===== src/rtl/adder_arbiter.sv =====
// Round-robin front end that time-shares one pipelined adder among N_REQ requesters,
// tagging each issued operation so its sum is returned to the requester that sent it.
module adder_arbiter #(
  parameter int N_REQ   = 4,
  parameter int WIDTH   = 4,
  parameter int ADD_LAT = 1
) (
  input  logic                     clk,
  input  logic                     reset,
  input  logic [N_REQ-1:0]         req_valid,
  input  logic [N_REQ*WIDTH-1:0]   req_a,
  input  logic [N_REQ*WIDTH-1:0]   req_b,
  output logic [N_REQ-1:0]         req_ready,
  output logic [N_REQ-1:0]         rsp_valid,
  output logic [WIDTH:0]           rsp_c,
  output logic [WIDTH-1:0]         add_a,
  output logic [WIDTH-1:0]         add_b,
  output logic                     add_valid,
  input  logic [WIDTH:0]           add_c,
  output logic                     busy
);

  localparam int PTR_W = (N_REQ > 1) ? $clog2(N_REQ) : 1;
  localparam int DEPTH = ADD_LAT + 1;

  logic [PTR_W-1:0]            ptr_q, ptr_d;
  logic                        grant;
  logic [PTR_W-1:0]            gnt_id;
  logic [PTR_W-1:0]            scan_idx;
  int                          scan_sum;

  logic [WIDTH-1:0]            add_a_q, add_a_d;
  logic [WIDTH-1:0]            add_b_q, add_b_d;
  logic [DEPTH-1:0]            tag_vld_q, tag_vld_d;
  logic [DEPTH-1:0][PTR_W-1:0] tag_id_q, tag_id_d;
  logic [N_REQ-1:0]            rsp_valid_q, rsp_valid_d;
  logic [WIDTH:0]              rsp_c_q, rsp_c_d;

  // Arbitration: scan from ptr upward, wrapping modulo N_REQ; first valid requester wins.
  always_comb begin
    grant     = 1'b0;
    gnt_id    = '0;
    req_ready = '0;
    scan_sum  = 0;
    scan_idx  = '0;
    for (int k = 0; k < N_REQ; k++) begin
      scan_sum = int'(ptr_q) + k;
      if (scan_sum >= N_REQ) scan_sum = scan_sum - N_REQ;
      scan_idx = PTR_W'(scan_sum);
      if (!grant && !reset && req_valid[scan_idx]) begin
        grant  = 1'b1;
        gnt_id = scan_idx;
      end
    end
    if (grant) req_ready[gnt_id] = 1'b1;
  end

  always_comb begin
    ptr_d = ptr_q;
    if (grant) ptr_d = (int'(gnt_id) == N_REQ - 1) ? '0 : gnt_id + 1'b1;
  end

  // Issue stage: operands hold when idle so the adder input stays quiet.
  always_comb begin
    add_a_d = add_a_q;
    add_b_d = add_b_q;
    if (grant) begin
      add_a_d = req_a[int'(gnt_id)*WIDTH +: WIDTH];
      add_b_d = req_b[int'(gnt_id)*WIDTH +: WIDTH];
    end
  end

  // Tag stage 0 travels with add_valid; stage ADD_LAT lines up with add_c.
  always_comb begin
    tag_vld_d    = '0;
    tag_id_d     = '0;
    tag_vld_d[0] = grant;
    tag_id_d[0]  = gnt_id;
    for (int s = 1; s < DEPTH; s++) begin
      tag_vld_d[s] = tag_vld_q[s-1];
      tag_id_d[s]  = tag_id_q[s-1];
    end
  end

  always_comb begin
    rsp_valid_d = '0;
    rsp_c_d     = rsp_c_q;
    if (tag_vld_q[ADD_LAT]) begin
      rsp_valid_d[tag_id_q[ADD_LAT]] = 1'b1;
      rsp_c_d                        = add_c;
    end
  end

  always_ff @(posedge clk or posedge reset) begin
    if (reset) begin
      ptr_q       <= '0;
      add_a_q     <= '0;
      add_b_q     <= '0;
      tag_vld_q   <= '0;
      tag_id_q    <= '0;
      rsp_valid_q <= '0;
      rsp_c_q     <= '0;
    end else begin
      ptr_q       <= ptr_d;
      add_a_q     <= add_a_d;
      add_b_q     <= add_b_d;
      tag_vld_q   <= tag_vld_d;
      tag_id_q    <= tag_id_d;
      rsp_valid_q <= rsp_valid_d;
      rsp_c_q     <= rsp_c_d;
    end
  end

  assign add_a     = add_a_q;
  assign add_b     = add_b_q;
  assign add_valid = tag_vld_q[0];
  assign busy      = |tag_vld_q;
  assign rsp_valid = rsp_valid_q;
  assign rsp_c     = rsp_c_q;

endmodule


===== config.mk =====
export PLATFORM = sky130hd
export DESIGN_NAME = adder_arbiter
export DESIGN_NICKNAME = d
export VERILOG_FILES = /design/src/rtl/adder_arbiter.sv
export SDC_FILE = /design/constraint.sdc
export NUM_CORES = 1
export LEC_CHECK = 0
export ABC_AREA = 0
export ABC_CLOCK_PERIOD_IN_PS = 2100
export CORE_ASPECT_RATIO = 1.4
export CORE_MARGIN = 1.5
export CORE_UTILIZATION = 40
export DETAILED_ROUTE_END_ITERATION = 10
export PLACE_DENSITY_LB_ADDON = 0.15
export SYNTH_ARGS = -nofsm -noshare
export SYNTH_HDL_FRONTEND = slang
export SYNTH_SLANG_ARGS = --single-unit

===== constraint.sdc =====
create_clock -name clk -period 2.1 [get_ports clk]
set_input_delay 0.42 -clock clk [delete_from_list [all_inputs] [get_ports clk]]
set_output_delay 0.42 -clock clk [all_outputs]
set_load 0.1 [all_outputs]

==> results <==
[timing repair]
item                                    in CTS  in global routing
gates resized for setup                     24                 19
endpoints found under the setup margin      12                 11
pin swaps                                    6                  0
setup buffers                               11                  5
endpoints found under the hold margin        0                  0
cloned                                       0                  0
[metal layers]
metal | share of wire [%] | vias up
met2 | 55 | 61
met4 | 2.9 | 0
met5 | 0 | -
met1 | 37 | 690
met3 | 5.1 | 16
li1 | - | 629
[area by class of cell]
type / instances / area, sq um / area share [%]
inverters: 12 / 45.0 / 1.82
well taps: 39 / 48.8 / 1.97
repair buffers: 99 / 931 / 37.6
clock buffers: 3 / 41.3 / 1.67
clock inverters: 1 / 7.51 / 0.303
multi-input cells: 76 / 772 / 31.2
flip-flops and latches: 25 / 628 / 25.4
[power by group]
| group | total [W] | internal (W) | switching [W] |
|---|---|---|---|
| logic | 0.00164 | 0.000602 | 0.00104 |
| clock network | 0.000294 | 0.000134 | 0.000160 |
| registers | 0.000700 | 0.000594 | 0.000106 |
[sequential cells by signal, summed over array words and instances (netlist names)]
register	cells
rsp_c	5
tag_vld_q	2
rsp_valid	4
add_a	4
add_b	4
ptr_q	2
tag_id_d	2
tag_id_q	2
[final timing paths]
| check | start | endpoint | slack [ns] | cells past startpoint |
|---|---|---|---|---|
| max | ptr_q[0]$_DFFE_PP0P_ | req_ready[3] | -0.16 | 6 |
| min | tag_id_d[2]$_DFF_PP0_ | tag_id_q[2]$_DFF_PP0_ | 0.36 | 0 |
| max reg2reg | ptr_q[0]$_DFFE_PP0P_ | ptr_q[0]$_DFFE_PP0P_ | -0.11 | 14 |
| min reg2reg | tag_id_d[2]$_DFF_PP0_ | tag_id_q[2]$_DFF_PP0_ | 0.36 | 0 |
| max in group asynchronous | reset | ptr_q[0]$_DFFE_PP0P_ | 1.38 | 4 |
| min in group asynchronous | reset | ptr_q[1]$_DFFE_PP0P_ | 0.46 | 4 |
[cells by family after synthesis]
family                   share of synthesized area [%]
multiplexers                                      11.1
adder cells (fa/ha/maj)                          0.953
buffers and inverters                             6.10
AND/OR/NAND/NOR                                   17.2
AO/OA/AOI/OAI                                     17.1
flip-flops                                        47.7
[Yosys cell counts (2+ instances only)]
cell / instances
nor2b_1: 2
nor2_1: 8
mux2_2: 6
o211ai_1: 8
buf_6: 2
mux2_1: 6
inv_1: 12
and2_1: 2
nand4_1: 7
nand2_1: 6
clkbuf_1: 2
dfrtp_1: 25
o221a_2: 7
[through the flow]
stage,setup slack [ns],hold WS [ns]
3_3_place_gp,-0.440,0.333
3_5_place_dp,-0.479,0.344
2_1_floorplan,-0.00340,0.331
4_1_cts,-0.140,0.365
5_1_grt,-0.215,0.373
6_report,-0.156,0.360
==> impl_metrics.yaml <==
status:
  status: "finished with violations"
  violations: "negative setup slack"
floorplanning:
  rows: 24
  dieArea_sq_um: 3640
  die_w_um: 51.4
  die-height_um: 70.8
  start_util_pct: 42.0
  core_area_sq_um: 3120
  pin_count: 66
detailed_routing:
  drc_errors: 0
  routed_wl_mm: 4.59
  avgViaCountPerCell: 5.47
  wire_per_inst_um: 18.0
  drt-pass1-iter-count: 4
  vias: 1396
  final_antenna_net_count: 0
  drt_iter0_markers: 46
cts:
  cts-hold-fix-buffers: 0
  cts_sinks: 25
  cts_buffers: 3
  clk_root_buffer_cell: "clkbuf_8"
  htreeDepth: 1
  tritoncts: "built"
  cts.clk_slew.worst_paths_ns: 0.09
  cts_buffer_depth: 2
  insertion_delay_ns: 0.27
critical_path:
  cp-start-kind: "flop"
  crit_chain: "and4bb_1 -> or2_4 -> nor3_4 -> ha_2 -> and2_4 -> buf_12"
  slowest_stage: "dfrtp_2"
  end_kind: "output pin"
  worst_ep_required_time_ns: 1.68
  path_class: "reg2out"
  max_stage_delay_ns: 0.47
  cp_data_arrival_time_ns: 1.84
  cp_top_family: "simple AND/OR/NAND/NOR gates"
  path_max_fanout: 6
  path_buf_inv: 1
worst_hold_path:
  hp-class: "reg2reg"
cells_and_area:
  final_cell_mix: "buf_4 (47), clkdlybuf4s50_1 (37), dfrtp_1 (23)"
  final.fill_count: 190
  diodes: 0
  finalNetCount: 261
  mostFrequentLayoutCell: "buf_4"
  synthToLayoutAreaGrowth_pct: 88.5
  final_util_pct: 79.2
  drive_above_1_share_pct: 49.5
  postLayoutCellArea_sq_um: 2470
  fin_cells: 255
yosys:
  synth_flop_cell: "dfrtp_1"
  syn-instance-count: 118
  avgSynthCellArea_sq_um: 11.1
  yosys.area.top_type_share_pct: 47.7
  ys.warnings.count: 0
  ys_seq_elements: 25
  yosysUniqueCellTypes: 38
  syn-num-nets: 162
  yosys.area.top_type: "dfrtp_1"
  synth_area_leaders: "dfrtp_1 (48%), o221a_2 (6.0%), mux2_1 (5.1%)"
  async_flop_share_pct: 100
  synth-edff-count: 0
  yosysSeqAreaShare_pct: 47.7
  synthesis.area_sq_um: 1310
place:
  portBuffers: 65
  gp_congestion: 0.850
  dp_hpwl_mm: 3.24
  post_dp_cell_area_sq_um: 2170
  place_inst: 235
pwr:
  finalPower_w: 0.00263
  powerDensity_nw_per_um2: 1060
  leakagePower_nw: 1.14
  vdd_drop_max_v: 0.000696
sta:
  min_period_over_period_pct: 107
  maxSlewHeadroom_pct: 60.8
  finalHoldViolations: 0
  clock.fmax_mhz: 443
  drv_slew: 0
  skew_ns: 0.00132
  rsz0062_at_grt: "true"
  finalWorstSetupSlack_ns: -0.156
  tns_ns: -0.742
  tightest_slew_ns: 0.587
  setup_viol: 11
  fin_crit_ns: 2.26
global_route:
  grt_usage_pct: 23.8
  met1_usage_pct: 24.3
  antenna_found_initial: 0
  grt_first_pass_wirelength_mm: 6.58
  busiest_layer: "met2"
  grt_pass1_vias: 1455
  grtUsageMet3_pct: 3.38
  grt_max_degree: 26
  use_met2_pct: 45.9
  overflow: 0
run:
  drv_cap: 0
Power figures use the tool's default switching activity.
